[config.mk]
export PLATFORM = sky130hd
export DESIGN_NAME = fp_mult_arbiter
export DESIGN_NICKNAME = d
export VERILOG_FILES = /design/src/rtl/fp_mult_arbiter.sv
export SDC_FILE = /design/constraint.sdc
export NUM_CORES = 1
export LEC_CHECK = 0
export BUFFER_PORTS_ARGS = -buffer_cell sky130_fd_sc_hd__buf_2
export CAP_MARGIN = 30
export CORE_AREA = 8 8 148 150
export DETAILED_ROUTE_END_ITERATION = 10
export DIE_AREA = 0 0 156 158
export PLACE_DENSITY_LB_ADDON = 0.05
export REMOVE_ABC_BUFFERS = 1
export SLEW_MARGIN = 20
export SYNTH_ARGS = -nofsm -noshare
export SYNTH_HDL_FRONTEND = slang
export SYNTH_SLANG_ARGS = --single-unit
[constraint.sdc]
create_clock -name clk_in -period 5.75 [get_ports clk_in]
set_clock_uncertainty 0.05 [all_clocks]
set_input_delay 1.725 -clock clk_in [delete_from_list [all_inputs] [get_ports clk_in]]
set_output_delay 1.725 -clock clk_in [all_outputs]
set_load 0.01 [all_outputs]
[src/rtl/fp_mult_arbiter.sv]
// Round-robin share of one fixed-latency pipelined FP multiplier core among NUM_REQ requesters.
// Latency: grant cycle to resp_valid_out is MULT_LATENCY+2 cycles; one issue per cycle.
// Backpressure: requesters hold valid until granted; responses and core results cannot be stalled.
module fp_mult_arbiter #(
    parameter int NUM_REQ      = 4,
    parameter int DATA_WIDTH   = 32,
    parameter int MULT_LATENCY = 8
) (
    input  logic                          clk_in,
    input  logic                          rst_in,
    input  logic [NUM_REQ-1:0]            req_valid_in,
    input  logic [NUM_REQ*DATA_WIDTH-1:0] req_a_in,
    input  logic [NUM_REQ*DATA_WIDTH-1:0] req_b_in,
    output logic [NUM_REQ-1:0]            req_ready_out,
    output logic [DATA_WIDTH-1:0]         mult_a_out,
    output logic [DATA_WIDTH-1:0]         mult_b_out,
    output logic                          mult_valid_out,
    input  logic [DATA_WIDTH-1:0]         mult_result_in,
    input  logic                          mult_result_valid_in,
    output logic [DATA_WIDTH-1:0]         resp_data_out,
    output logic [NUM_REQ-1:0]            resp_valid_out,
    output logic                          busy_out,
    output logic                          tag_error_out
);

    localparam int IDX_W   = (NUM_REQ > 1) ? $clog2(NUM_REQ) : 1;
    localparam int DRAIN_W = $clog2(MULT_LATENCY + 2);
    localparam logic [DRAIN_W-1:0] DRAIN_LOAD = DRAIN_W'(MULT_LATENCY + 1);

    logic [IDX_W-1:0]        r_last_grant;
    logic [IDX_W-1:0]        r_issue_idx;
    logic [DRAIN_W-1:0]      r_drain_cnt;
    logic [MULT_LATENCY-1:0] r_tag_vld;
    logic [IDX_W-1:0]        r_tag_idx [MULT_LATENCY];

    logic             w_drain;
    logic             w_block;
    logic             w_grant_vld;
    logic [IDX_W-1:0] w_grant_idx;
    logic             w_xfer;
    logic             w_tail_vld;
    logic [IDX_W-1:0] w_tail_idx;

    // The core keeps emitting results after our reset; ignore its output until it has flushed.
    assign w_drain    = (r_drain_cnt != '0);
    assign w_block    = rst_in | w_drain;
    assign w_tail_vld = r_tag_vld[MULT_LATENCY-1];
    assign w_tail_idx = r_tag_idx[MULT_LATENCY-1];

    // Round-robin search starting one past the last granted requester.
    always_comb begin : grant_search
        int idx;
        idx         = 0;
        w_grant_vld = 1'b0;
        w_grant_idx = '0;
        for (int k = 1; k <= NUM_REQ; k++) begin
            idx = int'(r_last_grant) + k;
            if (idx >= NUM_REQ) begin
                idx = idx - NUM_REQ;
            end
            if (!w_grant_vld && req_valid_in[IDX_W'(idx)]) begin
                w_grant_vld = 1'b1;
                w_grant_idx = IDX_W'(idx);
            end
        end
    end

    assign w_xfer        = w_grant_vld & ~w_block;
    assign req_ready_out = w_xfer ? (NUM_REQ'(1) << w_grant_idx) : '0;
    assign busy_out      = mult_valid_out | (|r_tag_vld);

    // Register the granted operands towards the core and advance the round-robin pointer.
    always_ff @(posedge clk_in) begin
        if (rst_in) begin
            r_last_grant   <= IDX_W'(NUM_REQ - 1);
            r_issue_idx    <= '0;
            mult_valid_out <= 1'b0;
            mult_a_out     <= '0;
            mult_b_out     <= '0;
        end else begin
            mult_valid_out <= w_xfer;
            if (w_xfer) begin
                r_last_grant <= w_grant_idx;
                r_issue_idx  <= w_grant_idx;
                mult_a_out   <= req_a_in[int'(w_grant_idx)*DATA_WIDTH +: DATA_WIDTH];
                mult_b_out   <= req_b_in[int'(w_grant_idx)*DATA_WIDTH +: DATA_WIDTH];
            end
        end
    end

    // Drain window counter: held at full while in reset, counts down afterwards.
    always_ff @(posedge clk_in) begin
        if (rst_in) begin
            r_drain_cnt <= DRAIN_LOAD;
        end else if (w_drain) begin
            r_drain_cnt <= r_drain_cnt - DRAIN_W'(1);
        end
    end

    // Tag pipeline mirrors the core latency so the tail lines up with the core result.
    always_ff @(posedge clk_in) begin
        if (rst_in) begin
            r_tag_vld <= '0;
            for (int i = 0; i < MULT_LATENCY; i++) begin
                r_tag_idx[i] <= '0;
            end
        end else begin
            r_tag_vld[0] <= mult_valid_out;
            r_tag_idx[0] <= r_issue_idx;
            for (int i = 1; i < MULT_LATENCY; i++) begin
                r_tag_vld[i] <= r_tag_vld[i-1];
                r_tag_idx[i] <= r_tag_idx[i-1];
            end
        end
    end

    // Route the core result to the owning requester; flag any result/tag disagreement.
    always_ff @(posedge clk_in) begin
        if (rst_in) begin
            resp_data_out  <= '0;
            resp_valid_out <= '0;
            tag_error_out  <= 1'b0;
        end else begin
            resp_valid_out <= '0;
            if (!w_drain) begin
                if (mult_result_valid_in && w_tail_vld) begin
                    resp_data_out  <= mult_result_in;
                    resp_valid_out <= NUM_REQ'(1) << w_tail_idx;
                end else if (mult_result_valid_in != w_tail_vld) begin
                    tag_error_out <= 1'b1;
                end
            end
        end
    end

endmodule

==> flow_summary.json <==
{
  "stdcell_count": 1418,
  "grt_max_degree": 68,
  "async_flop_share_pct": 0,
  "muxShareOfSynthArea_pct": 9.505,
  "place_ws_ns": 0.9010,
  "synth_top_family_by_area": "compound AO/OA/AOI/OAI gates",
  "hold_viol": 0,
  "numCtsBuffers": 17,
  "power.leakage_nw": 4.733,
  "max-slew-margin-rel_pct": 46.57,
  "max_cap_violations": 0,
  "fmax_mhz": 207.0,
  "finalPower_mw": 2.416,
  "ys_ff_latch": 134,
  "yosys.area.top_type": "dfxtp_1",
  "avgSynthCellArea_sq_um": 8.913,
  "postCtsHoldBufs": 0,
  "worstPathRequired_ns": 3.97,
  "finalSetupTns_ns": 0,
  "portBuffers": 401,
  "drive_gt1_share_pct": 45.41,
  "grt_usage_pct": 21.82,
  "synth_edf_count": 0,
  "setup_ws_ns": 0.9192,
  "postPlaceCellArea_sq_um": 8946,
  "worst_pin_slew_ns": 0.8014,
  "grt_pass1_vias": 7071,
  "cts.reportedPaths.clkPinSlew_ns": 0.06,
  "synth_cell_type_count": 46,
  "ant_nets": 0,
  "final_nets": 1430,
  "synth_compound_area_share_pct": 27.16,
  "crit_type": "in -> out",
  "yosysTopAreaCellShare_pct": 39.19,
  "core_area_sq_um": 19710,
  "first_pass_iters": 5,
  "synth.most_common_cell": "dfxtp_1",
  "drc": 0,
  "layout_min_cycle_time_ns": 4.831,
  "die_y_um": 158,
  "ios": 402,
  "start_util_pct": 34.72,
  "ys.flop_type": "dfxtp_1",
  "finalMaxSlewViolations": 0,
  "clock_path_buffers": 2,
  "synthSimpleGateAreaFrac_pct": 17.47,
  "hold_class": "reg -> reg",
  "grt_pass1_wl_um": 41400,
  "cp-start-kind": "primary input",
  "rsz0062_at_grt": "false",
  "status": "completed",
  "final-setup-viol-count": 0,
  "powerDensity_nw_per_um2": 253.6,
  "root_buffer": "clkbuf_16",
  "critPathArrivalTime_ns": 3.06,
  "grt_overflow": 0,
  "dp_hpwl_um": 20150,
  "synth_top_cells_by_count": "134 x dfxtp_1, 132 x nand2_1, 66 x a21o_1",
  "yosysWarnings": 0,
  "synthesis.instances": 768,
  "syn2layout_area_growth_pct": 39.13,
  "synth-xor-area-share_pct": 0.1279,
  "num_vias": 6962,
  "crit_path_end_kind": "output pin",
  "clkSinkCount": 134,
  "period_share_pct": 84.01,
  "cts_tree": "yes",
  "cts_setup_buffers": 0,
  "dieArea_sq_um": 24650,
  "worstPathMaxFanout": 23,
  "fin_area_sq_um": 9524,
  "gp_congestion": 0.8321,
  "fp-row-count": 52,
  "synth_area_leaders": "dfxtp_1 39%, o211ai_2 11%, mux2i_1 9.5%",
  "vias_per_cell": 4.910,
  "cts_resized": 0,
  "ys_seq_area_share_pct": 39.19,
  "clk_latency_ns": 0.42,
  "wirelength_um": 27680,
  "post_drt_wl_per_cell_um": 19.52,
  "dr.first_iter.drc_count": 419,
  "antenna_found_initial": 9,
  "synthAdderAreaFrac_pct": 0.5483,
  "h-tree-depth": 4,
  "syn-cell-area_sq_um": 6845,
  "dp.cells": 1383,
  "die_x_um": 156,
  "peakVddDrop_v": 0.0001869
}
placed cells by master, fill, tap and decap left out, types with 9 or more instances in the layout:
cell type  instances
o21ai_1           22
buf_4             14
o211ai_2          59
dfxtp_1          134
buf_2            401
a21oi_1           33
nor2b_1           24
mux2i_1           65
nor2_1             9
nand2_1          132
o21ai_0           42
clkbuf_16         17
nand3_1           65
a21o_1            66
worst paths after layout:
| path | startpoint | to | slack (ns) | cells past startpoint |
|---|---|---|---|---|
| min reg2reg | r_tag_idx[0][6] | r_tag_idx[1][0] | 0.39 | 1 |
| max reg2reg | r_last_grant[1] | mult_b_out[30] | 3.08 | 6 |
| max | req_valid_in[0] | req_ready_out[0] | 0.92 | 6 |
| min | r_tag_idx[0][6] | r_tag_idx[1][0] | 0.39 | 1 |
critical path, cell delays in order:
cell,delay [ns]
buf_2,0.13
a21o_1,0.17
a31oi_1,0.34
nand2b_4,0.44
nor2_1,0.09
buf_2,0.16
stage by stage:
step / utilization (%) / hold WS (ns)
detailed placement: 45.38 / 0.3775
floorplan: - / 0.3638
global placement: 45.38 / 0.3736
finish: 48.31 / 0.3870
global route: 48.31 / 0.4055
CTS: 48.27 / 0.3920
cell type report:
type | instances | area, sq um
Fill cell | 2000 | 10190
Antenna cell | 3 | 7.507
Multi-Input combinational cell | 561 | 3802
Clock inverter | 14 | 131.4
Clock buffer | 18 | 439.2
Tap cell | 270 | 337.8
Timing Repair Buffer | 415 | 2112
Sequential cell | 134 | 2683
Inverter | 3 | 11.26
registers in the layout, summed over array words and instances (netlist names):
| signal | flops |
|---|---|
| mult_a_out | 32 |
| mult_b_out | 32 |
| resp_data_out | 32 |
| r_tag_idx | 16 |
| r_tag_vld | 8 |
| r_drain_cnt | 4 |
| resp_valid_out | 4 |
| r_issue_idx | 2 |
| r_last_grant | 2 |
| mult_valid_out | 1 |
| tag_error_out | 1 |
layer usage:
layer	wire [um]	global-route usage, %	vias to the layer above
met5	70	0	-
met4	225	4.991	12
met3	2551	9.227	27
met2	14190	38.41	256
met1	10650	23.93	3202
li1	-	-	3465
power by group:
group	switching [mW]	internal, mW	total [mW]
clock network	0.471	0.584	1.06
registers	0.0156	0.952	0.968
logic	0.216	0.177	0.392
total	0.702	1.71	2.42
cell families after synthesis:
logic type / Yosys count
and+or+nand+nor: 253
muxes: 65
xor gates and xnor gates: 1
adders and majority gates: 3
AOI/OAI and AO/OA: 239
buffers and inverters: 73
DFF: 134
(Power assumes the default switching activity.)
